--- config.mk ---
export PLATFORM = sky130hd
export DESIGN_NAME = step_sequencer
export DESIGN_NICKNAME = d
export VERILOG_FILES = /design/src/rtl/step_seq_pkg.sv /design/src/rtl/step_sequencer_stage_counter.sv /design/src/rtl/step_sequencer.sv
export SDC_FILE = /design/constraint.sdc
export NUM_CORES = 1
export LEC_CHECK = 0
export CAP_MARGIN = 10
export CORE_ASPECT_RATIO = 1.4
export CORE_MARGIN = 1
export CORE_UTILIZATION = 43
export CTS_CLUSTER_DIAMETER = 80
export DETAILED_ROUTE_END_ITERATION = 8
export HOLD_SLACK_MARGIN = 0.05
export PLACE_DENSITY = 0.66
export SLEW_MARGIN = 20
export SYNTH_ARGS = -nofsm -noshare
export SYNTH_HDL_FRONTEND = slang
export SYNTH_SLANG_ARGS = --single-unit
--- constraint.sdc ---
create_clock -name CLK -period 3.35 [get_ports CLK]
set_input_delay 0.67 -clock CLK [delete_from_list [all_inputs] [get_ports CLK]]
set_output_delay 0.67 -clock CLK [all_outputs]
set_load 0.05 [all_outputs]
--- src/rtl/step_seq_pkg.sv ---
`default_nettype none
// ============================================================================
// Module      : step_seq_pkg
// Description : Shared definitions for the step sequencer: controller state
//               encoding, default stage count and the per-stage base duration
//               table (in CP ticks).
// Revision    : 1.0 - initial release
// ============================================================================
package step_seq_pkg;

  // Controller states, explicit 2-bit encoding.
  typedef enum logic [1:0] {
    ST_IDLE   = 2'd0,
    ST_RUN    = 2'd1,
    ST_HOLD   = 2'd2,
    ST_FINISH = 2'd3
  } seq_state_t;

  // Default number of program stages (the stage index is 3 bits wide).
  localparam int C_NUM_STAGES = 5;

  // Base duration table {10, 20, 15, 30, 5}. Indices beyond the table
  // return 0, which the top-level fit check rejects.
  function automatic logic [7:0] base_ticks(input logic [2:0] idx);
    logic [7:0] v;
    case (idx)
      3'd0:    v = 8'd10;
      3'd1:    v = 8'd20;
      3'd2:    v = 8'd15;
      3'd3:    v = 8'd30;
      3'd4:    v = 8'd5;
      default: v = 8'd0;
    endcase
    return v;
  endfunction

endpackage
`default_nettype wire

--- src/rtl/step_sequencer_stage_counter.sv ---
`default_nettype none
// ============================================================================
// Module      : stage_counter
// Description : Loadable down-counter holding the CP ticks left in the current
//               stage. Load has priority over decrement; the count never
//               wraps below zero. o_is_one flags the last tick of a stage.
// Ports       : clk, rst        - clock, synchronous active-high reset
//               i_load          - load i_load_val on the next edge
//               i_load_val      - value to load
//               i_en            - decrement by one on the next edge
//               o_count         - current count
//               o_is_one        - count equals one
// Revision    : 1.0 - initial release
// ============================================================================
module stage_counter #(
  parameter int CNT_W = 8
) (
  input  logic             clk,
  input  logic             rst,
  input  logic             i_load,
  input  logic [CNT_W-1:0] i_load_val,
  input  logic             i_en,
  output logic [CNT_W-1:0] o_count,
  output logic             o_is_one
);

  logic [CNT_W-1:0] r_count;

  always_ff @(posedge clk) begin
    if (rst) begin
      r_count <= '0;
    end else if (i_load) begin
      r_count <= i_load_val;
    end else if (i_en && (r_count != '0)) begin
      r_count <= r_count - CNT_W'(1);
    end
  end

  assign o_count  = r_count;
  assign o_is_one = (r_count == CNT_W'(1));

endmodule
`default_nettype wire

--- src/rtl/step_sequencer.sv ---
`default_nettype none
// ============================================================================
// Module      : step_sequencer
// Description : Multi-stage program sequencer. START (in IDLE) launches a
//               program of NUM_STAGES stages; each stage lasts
//               base_ticks(stage) + Sublevel CP ticks, Sublevel being sampled
//               only when a stage is loaded. PAUSE freezes the countdown.
// Ports       : CLK, RST   - clock, synchronous active-high reset
//               CP         - one-cycle tick pulse
//               Sublevel   - 4-bit level added to each stage duration
//               START      - level, starts a program from IDLE
//               PAUSE      - level, freezes the countdown
//               ABORT      - (only with STEP_SEQUENCER_ABORT_EN) return to
//                            IDLE from RUN/HOLD without Done
//               Stage      - current stage index
//               Remain     - CP ticks left in the current stage
//               Busy       - high in RUN or HOLD
//               StageTick  - one-cycle pulse on each stage advance
//               Done       - one-cycle pulse on program completion
// Macro       : STEP_SEQUENCER_ABORT_EN adds the ABORT input.
// Revision    : 1.0 - initial release
// ============================================================================
module step_sequencer
  import step_seq_pkg::*;
#(
  parameter int CNT_W      = 8,
  parameter int NUM_STAGES = C_NUM_STAGES
) (
  input  logic             CLK,
  input  logic             RST,
  input  logic             CP,
  input  logic [3:0]       Sublevel,
  input  logic             START,
  input  logic             PAUSE,
`ifdef STEP_SEQUENCER_ABORT_EN
  input  logic             ABORT,
`endif
  output logic [2:0]       Stage,
  output logic [CNT_W-1:0] Remain,
  output logic             Busy,
  output logic             StageTick,
  output logic             Done
);

  localparam logic [2:0] c_last_stage = 3'(NUM_STAGES - 1);

  seq_state_t       r_state;
  seq_state_t       w_state_nxt;
  logic [2:0]       r_stage;
  logic [2:0]       w_stage_nxt;
  logic             r_stage_tick;
  logic             w_stage_tick_nxt;
  logic             w_load;
  logic [CNT_W-1:0] w_load_val;
  logic             w_cnt_en;
  logic [CNT_W-1:0] w_count;
  logic             w_is_one;
  logic             w_abort;

`ifdef STEP_SEQUENCER_ABORT_EN
  assign w_abort = ABORT;
`else
  assign w_abort = 1'b0;
`endif

  // Stage duration, zero-extended to the counter width.
  function automatic logic [CNT_W-1:0] stage_load(input logic [2:0] idx,
                                                  input logic [3:0] sub);
    return CNT_W'(base_ticks(idx)) + CNT_W'(sub);
  endfunction

  stage_counter #(
    .CNT_W (CNT_W)
  ) u_counter (
    .clk        (CLK),
    .rst        (RST),
    .i_load     (w_load),
    .i_load_val (w_load_val),
    .i_en       (w_cnt_en),
    .o_count    (w_count),
    .o_is_one   (w_is_one)
  );

  always_ff @(posedge CLK) begin
    if (RST) begin
      r_state      <= ST_IDLE;
      r_stage      <= '0;
      r_stage_tick <= 1'b0;
    end else begin
      r_state      <= w_state_nxt;
      r_stage      <= w_stage_nxt;
      r_stage_tick <= w_stage_tick_nxt;
    end
  end

  always_comb begin
    w_state_nxt      = r_state;
    w_stage_nxt      = r_stage;
    w_stage_tick_nxt = 1'b0;
    w_load           = 1'b0;
    w_load_val       = '0;
    w_cnt_en         = 1'b0;
    case (r_state)
      ST_IDLE: begin
        if (START) begin
          w_state_nxt = ST_RUN;
          w_stage_nxt = '0;
          w_load      = 1'b1;
          w_load_val  = stage_load(3'd0, Sublevel);
        end
      end
      ST_RUN: begin
        // PAUSE takes precedence: a CP arriving with it is dropped.
        if (PAUSE) begin
          w_state_nxt = ST_HOLD;
        end else if (CP) begin
          if (!w_is_one) begin
            w_cnt_en = 1'b1;
          end else if (r_stage == c_last_stage) begin
            w_state_nxt = ST_FINISH;
            w_load      = 1'b1;
            w_load_val  = '0;
          end else begin
            w_stage_nxt      = r_stage + 3'd1;
            w_load           = 1'b1;
            w_load_val       = stage_load(r_stage + 3'd1, Sublevel);
            w_stage_tick_nxt = 1'b1;
          end
        end
      end
      ST_HOLD: begin
        if (!PAUSE) begin
          w_state_nxt = ST_RUN;
        end
      end
      ST_FINISH: begin
        // START is not sampled here, so a held START restarts via IDLE.
        w_state_nxt = ST_IDLE;
      end
      default: begin
        w_state_nxt = ST_IDLE;
      end
    endcase

    // Abort overrides every RUN/HOLD decision above.
    if (w_abort && ((r_state == ST_RUN) || (r_state == ST_HOLD))) begin
      w_state_nxt      = ST_IDLE;
      w_stage_nxt      = '0;
      w_stage_tick_nxt = 1'b0;
      w_load           = 1'b1;
      w_load_val       = '0;
      w_cnt_en         = 1'b0;
    end
  end

  assign Stage     = r_stage;
  assign Remain    = w_count;
  assign Busy      = (r_state == ST_RUN) || (r_state == ST_HOLD);
  assign StageTick = r_stage_tick;
  assign Done      = (r_state == ST_FINISH);

  // Every stage duration must be non-zero and survive the largest Sublevel
  // without overflowing the counter.
  generate
    for (genvar gi = 0; gi < NUM_STAGES; gi++) begin : g_base_fit
      always_ff @(posedge CLK) begin
        a_base_fits: assert ((base_ticks(3'(gi)) != 8'd0) &&
                             ((64'(base_ticks(3'(gi))) + 64'd15) < (64'd1 << CNT_W)));
      end
    end
  endgenerate

endmodule
`default_nettype wire

==> key figures, run 1 <==
Outcome
  – Status: completed

Critical path
  – Crit path capture type: flop
  – CP Data Required Time: 3.51 ns
  – Worst reg2reg endpoint: u_counter.o_count[4]$_SDFFE_PP0P_
  – Worst Path Arrival: 2.84 ns
  – Path depth of the worst reg2reg path: 9
  – Worst-path cell chain: ha_1, ha_1, mux2_2, ha_1, fa_1, a21o_1, a21oi_1, xnor2_1, o221ai_1
  – Critical Setup Path Class: flop to flop
  – Reg2reg start: Stage[0]$_SDFFE_PP0P_
  – Worst Setup Start Kind: flop
  – Max incr delay on CP: 0.42 ns
  – Crit-path most repeated cell: ha_1
  – CP Max Fanout: 6
  – Slowest cell on crit path: fa_1
  – Crit. Startpoint: Stage[0]$_SDFFE_PP0P_
  – Worst setup path end: u_counter.o_count[4]$_SDFFE_PP0P_
  – R2r setup slk: 0.67 ns

Routing
  – Vias: 1148
  – Final wirelength: 2898 µm
  – Drt wl/cell: 14.07 µm
  – DR DRC count: 0
  – Drt first pass iters: 4
  – Via density: 5.573
  – Antenna Nets Post-Route: 0
  – Detailed Route Iter0 Violations: 30

Logic synthesis
  – Post-synthesis cell count: 147
  – Main combinational cell family by area after synthesis: compound AO/OA/AOI/OAI gates
  – Synth Area in Compound Gates: 24.25%
  – Mux contribution to synthesized area: 3.494%
  – Synth Area per Inst: 8.282 µm²
  – Post-synthesis sequential area ratio: 23.02%
  – Post-synth EDFFs: 0
  – Cell area after synthesis: 1217 µm²
  – Main synth FF type: dfxtp_1
  – Synth Area in XOR/XNOR: 4.317%
  – Post-synthesis adder-cell area fraction: 18.09%
  – Register bit total from synthesis: 14
  – Number of warnings issued by yosys: 0
  – Ys async rst share: 0%
  – Post-synthesis simple-gate area fraction: 23.12%
  – Yosys cell types: 46
  – Post-Syn Nets: 173

Layout
  – ANT cells: 0
  – Area grow syn2layout: 23.02%
  – NumNets Final: 198
  – Post-layout utilization of the core: 56.68%
  – FILL cells: 269
  – Layout cells sized above 1: 7.647%
  – Post-route cell area: 1498 µm²

STA
  – Setup TNS: 0 ns
  – Fin crit share: 79.93%
  – Final Max Tran Viols: 0
  – Layout Skew: 0.006974 ns
  – RSZ-0062 raised after global routing: no
  – Hold Vio Cnt, Final: 0
  – Worst slew pin tran: 0.5174 ns
  – Final worst slack: 0.6724 ns
  – # setup viols final: 0
  – Max-slew headroom: 65.40%
  – Fin crit period: 2.678 ns
  – Hold Slack: 0.5460 ns
  – Peak Freq: 373.5 MHz

Clock network
  – Clk slew on worst S/H paths: 0.09 ns
  – Num CTS Buffers: 3
  – Clk Latency, worst-skew pair: 0.28 ns
  – CTS resizes: 0
  – Root Driver: clkbuf_4
  – Clock Sinks: 14
  – CTS HTree Levels: 1
  – Setup bufs post-CTS: 0
  – CTS tree: yes
  – # hold bufs at CTS: 0
  – Clock Path Buffers: 2

Power and ir drop
  – VDD IR max: 311.1 µV
  – Cell Pwr Density: 525.2 nW/µm²
  – LEAKAGE: 0.5878 nW

Global routing
  – First-pass GRT wire length: 4878 µm
  – Initial antenna violation count: 0
  – Largest net degree at the start of global routing: 10
  – Tot GR Track Use: 21.69%
  – Vias in the first global route: 1130
  – GRT overflow: 0

Die
  – Die area: 3051 µm²
  – Rows: 22
  – Die X: 46.97 µm
  – Number of top-level pins: 23
  – Starting Density: 46.07%
  – Die Span Y: 64.96 µm
  – Core area: 2643 µm²

Run
  – Max cap viols: 0

Place
  – PortBufs: 22
  – Setup WS pre-CTS: 0.7080 ns
  – Gpl congestion: 0.8055
  – Post-DP Area: 1475 µm²
  – Detailed Place HPWL: 2372 µm

Min path
  – Hold WC Path Type: flop to flop
  – Worst Hold Depth: 2
  – Beginning of the worst hold path: Stage[2]$_SDFFE_PP0P_
==> per-layer routing <==
layer  vias to the layer above  track usage, %  wire (µm)
met2                        16           39.24       1603
met1                       543           23.94       1196
met4                         0           8.214         48
met3                         6           3.064         49
li1                        583               -          -
met5                         -               0          0
==> final cells by class <==
class	count	area, µm²	share of cell area [%]
multi-input combinational	121	892.1	59.57
clock buffer	3	22.52	1.504
timing repair buffer	22	220.2	14.70
tap	36	45.04	3.008
inverter	10	37.54	2.506
sequential	14	280.3	18.71
==> metrics by stage <==
step                      cells  power (mW)
final                       206      0.7865
after floorplan             147      0.5710
after global placement      203      0.6872
after CTS                   206      0.7906
after detailed placement    203      0.6912
after global routing        206      0.8438
==> registers in the layout, indices dropped and copies added, names as in the netlist <==
register / cells
r_state: 2
StageTick: 1
u_counter.o_count: 8
Stage: 3
==> report_power, final <==
part | internal [mW] | switching, mW
logic | 0.176 | 0.278
registers | 0.193 | 0.0399
clock network | 0.0417 | 0.0570
total | 0.411 | 0.375
==> cells by family (layout without fill, tap and decap cells) <==
kind of cell | count (synthesis) | in the layout
simple gates | 53 | 53
compound gates | 41 | 41
fa+ha+maj | 17 | 17
flops | 14 | 14
buf+inv | 12 | 35
xor+xnor | 6 | 6
mux | 4 | 4
==> how the worst min path moves through the flow <==
stage | to | slack (ns)
after global placement | Stage[2]$_SDFFE_PP0P_ | 0.54
after global routing | Stage[2]$_SDFFE_PP0P_ | 0.60
after detailed placement | Stage[2]$_SDFFE_PP0P_ | 0.53
after CTS | Stage[2]$_SDFFE_PP0P_ | 0.55
final | Stage[2]$_SDFFE_PP0P_ | 0.55
after floorplan | r_state[1]$_SDFFE_PP0P_ | 0.52
==> synthesized netlist by cell type, types with 2 or more instances <==
cell,count,area [µm²]
nand2b_1,6,37.54
o32ai_1,2,17.52
o21ai_0,4,20.02
dfxtp_1,14,280.3
nor2_1,13,48.80
a21o_1,2,15.01
xnor2_1,4,35.03
a21oi_1,9,45.04
mux2_2,2,22.52
nor3_1,5,25.02
or2_2,2,12.51
a211oi_1,4,30.03
ha_1,16,200.2
nor2b_1,3,18.77
o221ai_1,3,26.28
inv_1,10,37.54
nand2_1,11,41.29
clkbuf_1,2,7.510
mux2i_1,2,20.02
a22oi_1,3,22.52
nor2_2,2,12.51
xor2_1,2,17.52
o21ai_1,2,10.01
o21bai_1,2,15.01
==> worst max-delay path: cells and delay by family, from the launching register on <==
kind,cells,cell delay (ns)
fa+ha+maj,4,1.21
xor+xnor,1,0.14
flops,1,0.36
mux,1,0.36
compound gates,3,0.49
==> cells in the final DEF, fill, tap and decap left out, types with 2 or more instances in the layout <==
cell,synthesis,layout
o32ai_1,2,2
nor2b_1,3,3
mux2i_1,2,2
or2_2,2,2
xor2_1,2,2
a21o_1,2,2
clkbuf_4,0,3
inv_1,10,10
nor2_2,2,2
nand2b_1,6,6
o21ai_1,2,2
o21ai_0,4,4
o21bai_1,2,2
ha_1,16,16
a211oi_1,4,4
o221ai_1,3,3
nor2_1,13,13
nor3_1,5,5
xnor2_1,4,4
a22oi_1,3,3
nand2_1,11,11
clkdlybuf4s50_1,0,22
dfxtp_1,14,14
mux2_2,2,2
a21oi_1,9,9
No activity file was read; power rests on OpenSTA's default activity.
==> run 2: changes to the inputs <==
==> constraint.sdc (replaced) <==
create_clock -name CLK -period 2.8 [get_ports CLK]
set_input_delay 0.56 -clock CLK [delete_from_list [all_inputs] [get_ports CLK]]
set_output_delay 0.56 -clock CLK [all_outputs]
set_load 0.05 [all_outputs]
==> key figures, run 2 (synthesis results as in run 1) <==
Min path
  – Worst Hold Depth: 2
  – Hold path endpoint: Stage[2]$_SDFFE_PP0P_
  – Beginning of the worst hold path: Stage[2]$_SDFFE_PP0P_
  – Hold WC Path Type: flop to flop

Die
  – Starting Density: 46.07%
  – Number of top-level pins: 23
  – Die area: 3051 µm²
  – Core area: 2643 µm²
  – Rows: 22
  – Die Span Y: 64.96 µm
  – Die X: 46.97 µm

Routing
  – DR DRC count: 0
  – Drt first pass iters: 4
  – Via density: 5.650
  – Final wirelength: 2926 µm
  – Vias: 1164
  – Antenna Nets Post-Route: 0
  – Detailed Route Iter0 Violations: 34
  – Drt wl/cell: 14.20 µm

Global routing
  – Tot GR Track Use: 21.33%
  – First-pass GRT wire length: 4809 µm
  – Largest net degree at the start of global routing: 10
  – Vias in the first global route: 1130
  – GRT overflow: 0
  – Initial antenna violation count: 0

Critical path
  – Crit path capture type: flop
  – Max incr delay on CP: 0.41 ns
  – Worst Path Arrival: 2.84 ns
  – Path depth of the worst reg2reg path: 9
  – CP Max Fanout: 6
  – Crit-path most repeated cell: ha_1
  – CP Data Required Time: 2.96 ns
  – Slowest cell on crit path: fa_1
  – Worst reg2reg endpoint: u_counter.o_count[4]$_SDFFE_PP0P_
  – Reg2reg start: Stage[0]$_SDFFE_PP0P_
  – Worst-path cell chain: ha_1, ha_1, mux2_2, ha_1, fa_1, a21o_1, a21oi_1, xnor2_1, o221ai_1
  – Worst Setup Start Kind: flop
  – Critical Setup Path Class: flop to flop
  – R2r setup slk: 0.12 ns

STA
  – Peak Freq: 373.4 MHz
  – Layout Skew: 0.01097 ns
  – Worst slew pin tran: 0.5056 ns
  – # setup viols final: 0
  – Final worst slack: 0.1218 ns
  – RSZ-0062 raised after global routing: no
  – Max-slew headroom: 66.19%
  – Fin crit share: 95.65%
  – Fin crit period: 2.678 ns
  – Hold Vio Cnt, Final: 0
  – Setup TNS: 0 ns
  – Final Max Tran Viols: 0

Clock network
  – Clk slew on worst S/H paths: 0.09 ns
  – # hold bufs at CTS: 0
  – Clock Path Buffers: 2
  – Num CTS Buffers: 3
  – Clk Latency, worst-skew pair: 0.28 ns
  – Clock Sinks: 14
  – Setup bufs post-CTS: 0
  – CTS tree: yes
  – CTS resizes: 0
  – Root Driver: clkbuf_4
  – CTS HTree Levels: 1

Layout
  – Area grow syn2layout: 23.02%
  – Final non-filler cell total: 206
  – NumNets Final: 198
  – Layout cells sized above 1: 7.647%
  – Commonest cells after routing, fill and taps aside: clkdlybuf4s50_1 (22), ha_1 (16), dfxtp_1 (14), nor2_1 (13), nand2_1 (11)
  – Max reg flops: 8
  – ANT cells: 0
  – Most common cell after layout, fill and taps aside: clkdlybuf4s50_1

Power and ir drop
  – Pwr Total: 0.9388 mW
  – Clock power frac: 12.0%
  – Internal: 0.4918 mW
  – Logic gate share of total power: 57.9%
  – Net Sw Power: 0.4470 mW
  – Sequential power share: 30.1%
  – VDD IR max: 349.0 µV
  – Cell Pwr Density: 626.8 nW/µm²
  – Sw Ratio: 47.61%
  – LEAKAGE: 0.5878 nW

Outcome
  – Status: completed

Place
  – Cell Count Post-Placement: 203
  – PortBufs: 22
  – Setup WS pre-CTS: 0.1632 ns
  – Gpl congestion: 0.8212
  – Detailed Place HPWL: 2399 µm

Run
  – Max cap viols: 0
-- run 2: cell counts in the layout (fill, tap and decap cells not counted) --
No cell type changed its count.
-- run 2: critical path: cells and delay by family (launching register included) --
| family | cells | cell delay, ns |
|---|---|---|
| AOI/OAI and AO/OA | 3 | 0.48 |
| xor gates and xnor gates | 1 | 0.14 |
| adders and majority gates | 4 | 1.21 |
| DFF | 1 | 0.37 |
| muxes | 1 | 0.36 |
-- run 2: routing by layer --
metal | vias up | global-route usage (%) | routed length, µm
met5 | - | 0 | 0
met4 | 0 | 9.286 | 64
met3 | 7 | 3.064 | 59
met2 | 21 | 37.15 | 1583
met1 | 552 | 24.36 | 1219
li1 | 584 | - | -
-- run 2: layout make-up --
type / instances / area, µm²
clock buffers: 3 / 22.52
fillers: 279 / 1145
inverters: 10 / 37.54
multi-input cells: 121 / 892.1
flip-flops and latches: 14 / 280.3
well taps: 36 / 45.04
repair buffers: 22 / 220.2
-- run 2: worst max-delay path by stage --
stage | to | slack (ns) | startpoint
floorplan | u_counter.o_count[4]$_SDFFE_PP0P_ | 0.04 | Stage[0]$_SDFFE_PP0P_
global placement | u_counter.o_count[4]$_SDFFE_PP0P_ | 0.24 | Stage[0]$_SDFFE_PP0P_
detailed placement | u_counter.o_count[4]$_SDFFE_PP0P_ | 0.16 | Stage[0]$_SDFFE_PP0P_
CTS | u_counter.o_count[4]$_SDFFE_PP0P_ | 0.13 | Stage[0]$_SDFFE_PP0P_
global route | u_counter.o_count[4]$_SDFFE_PP0P_ | 0.04 | Stage[0]$_SDFFE_PP0P_
finish | u_counter.o_count[4]$_SDFFE_PP0P_ | 0.12 | Stage[0]$_SDFFE_PP0P_
-- run 2: power by group through the flow --
stage          Combinational (mW)  Sequential (mW)  Clock (mW)
2_1_floorplan               0.324            0.359           0
5_1_grt                     0.593            0.288       0.126
4_1_cts                     0.545            0.281       0.119
6_report                    0.543            0.282       0.113
3_3_place_gp                0.538            0.284           0
3_5_place_dp                0.542            0.286           0
-- run 2: per-stage QoR --
| stage | instance area (µm²) | hold slack, ns | util, % |
|---|---|---|---|
| final | 1498 | 0.5528 | 56.68 |
| after global routing | 1498 | 0.5909 | 56.68 |
| after CTS | 1498 | 0.5507 | 56.68 |
| after detailed placement | 1475 | 0.5363 | 55.82 |
| after global placement | 1475 | 0.5340 | 55.82 |
| after floorplan | 1217 | 0.5246 | - |
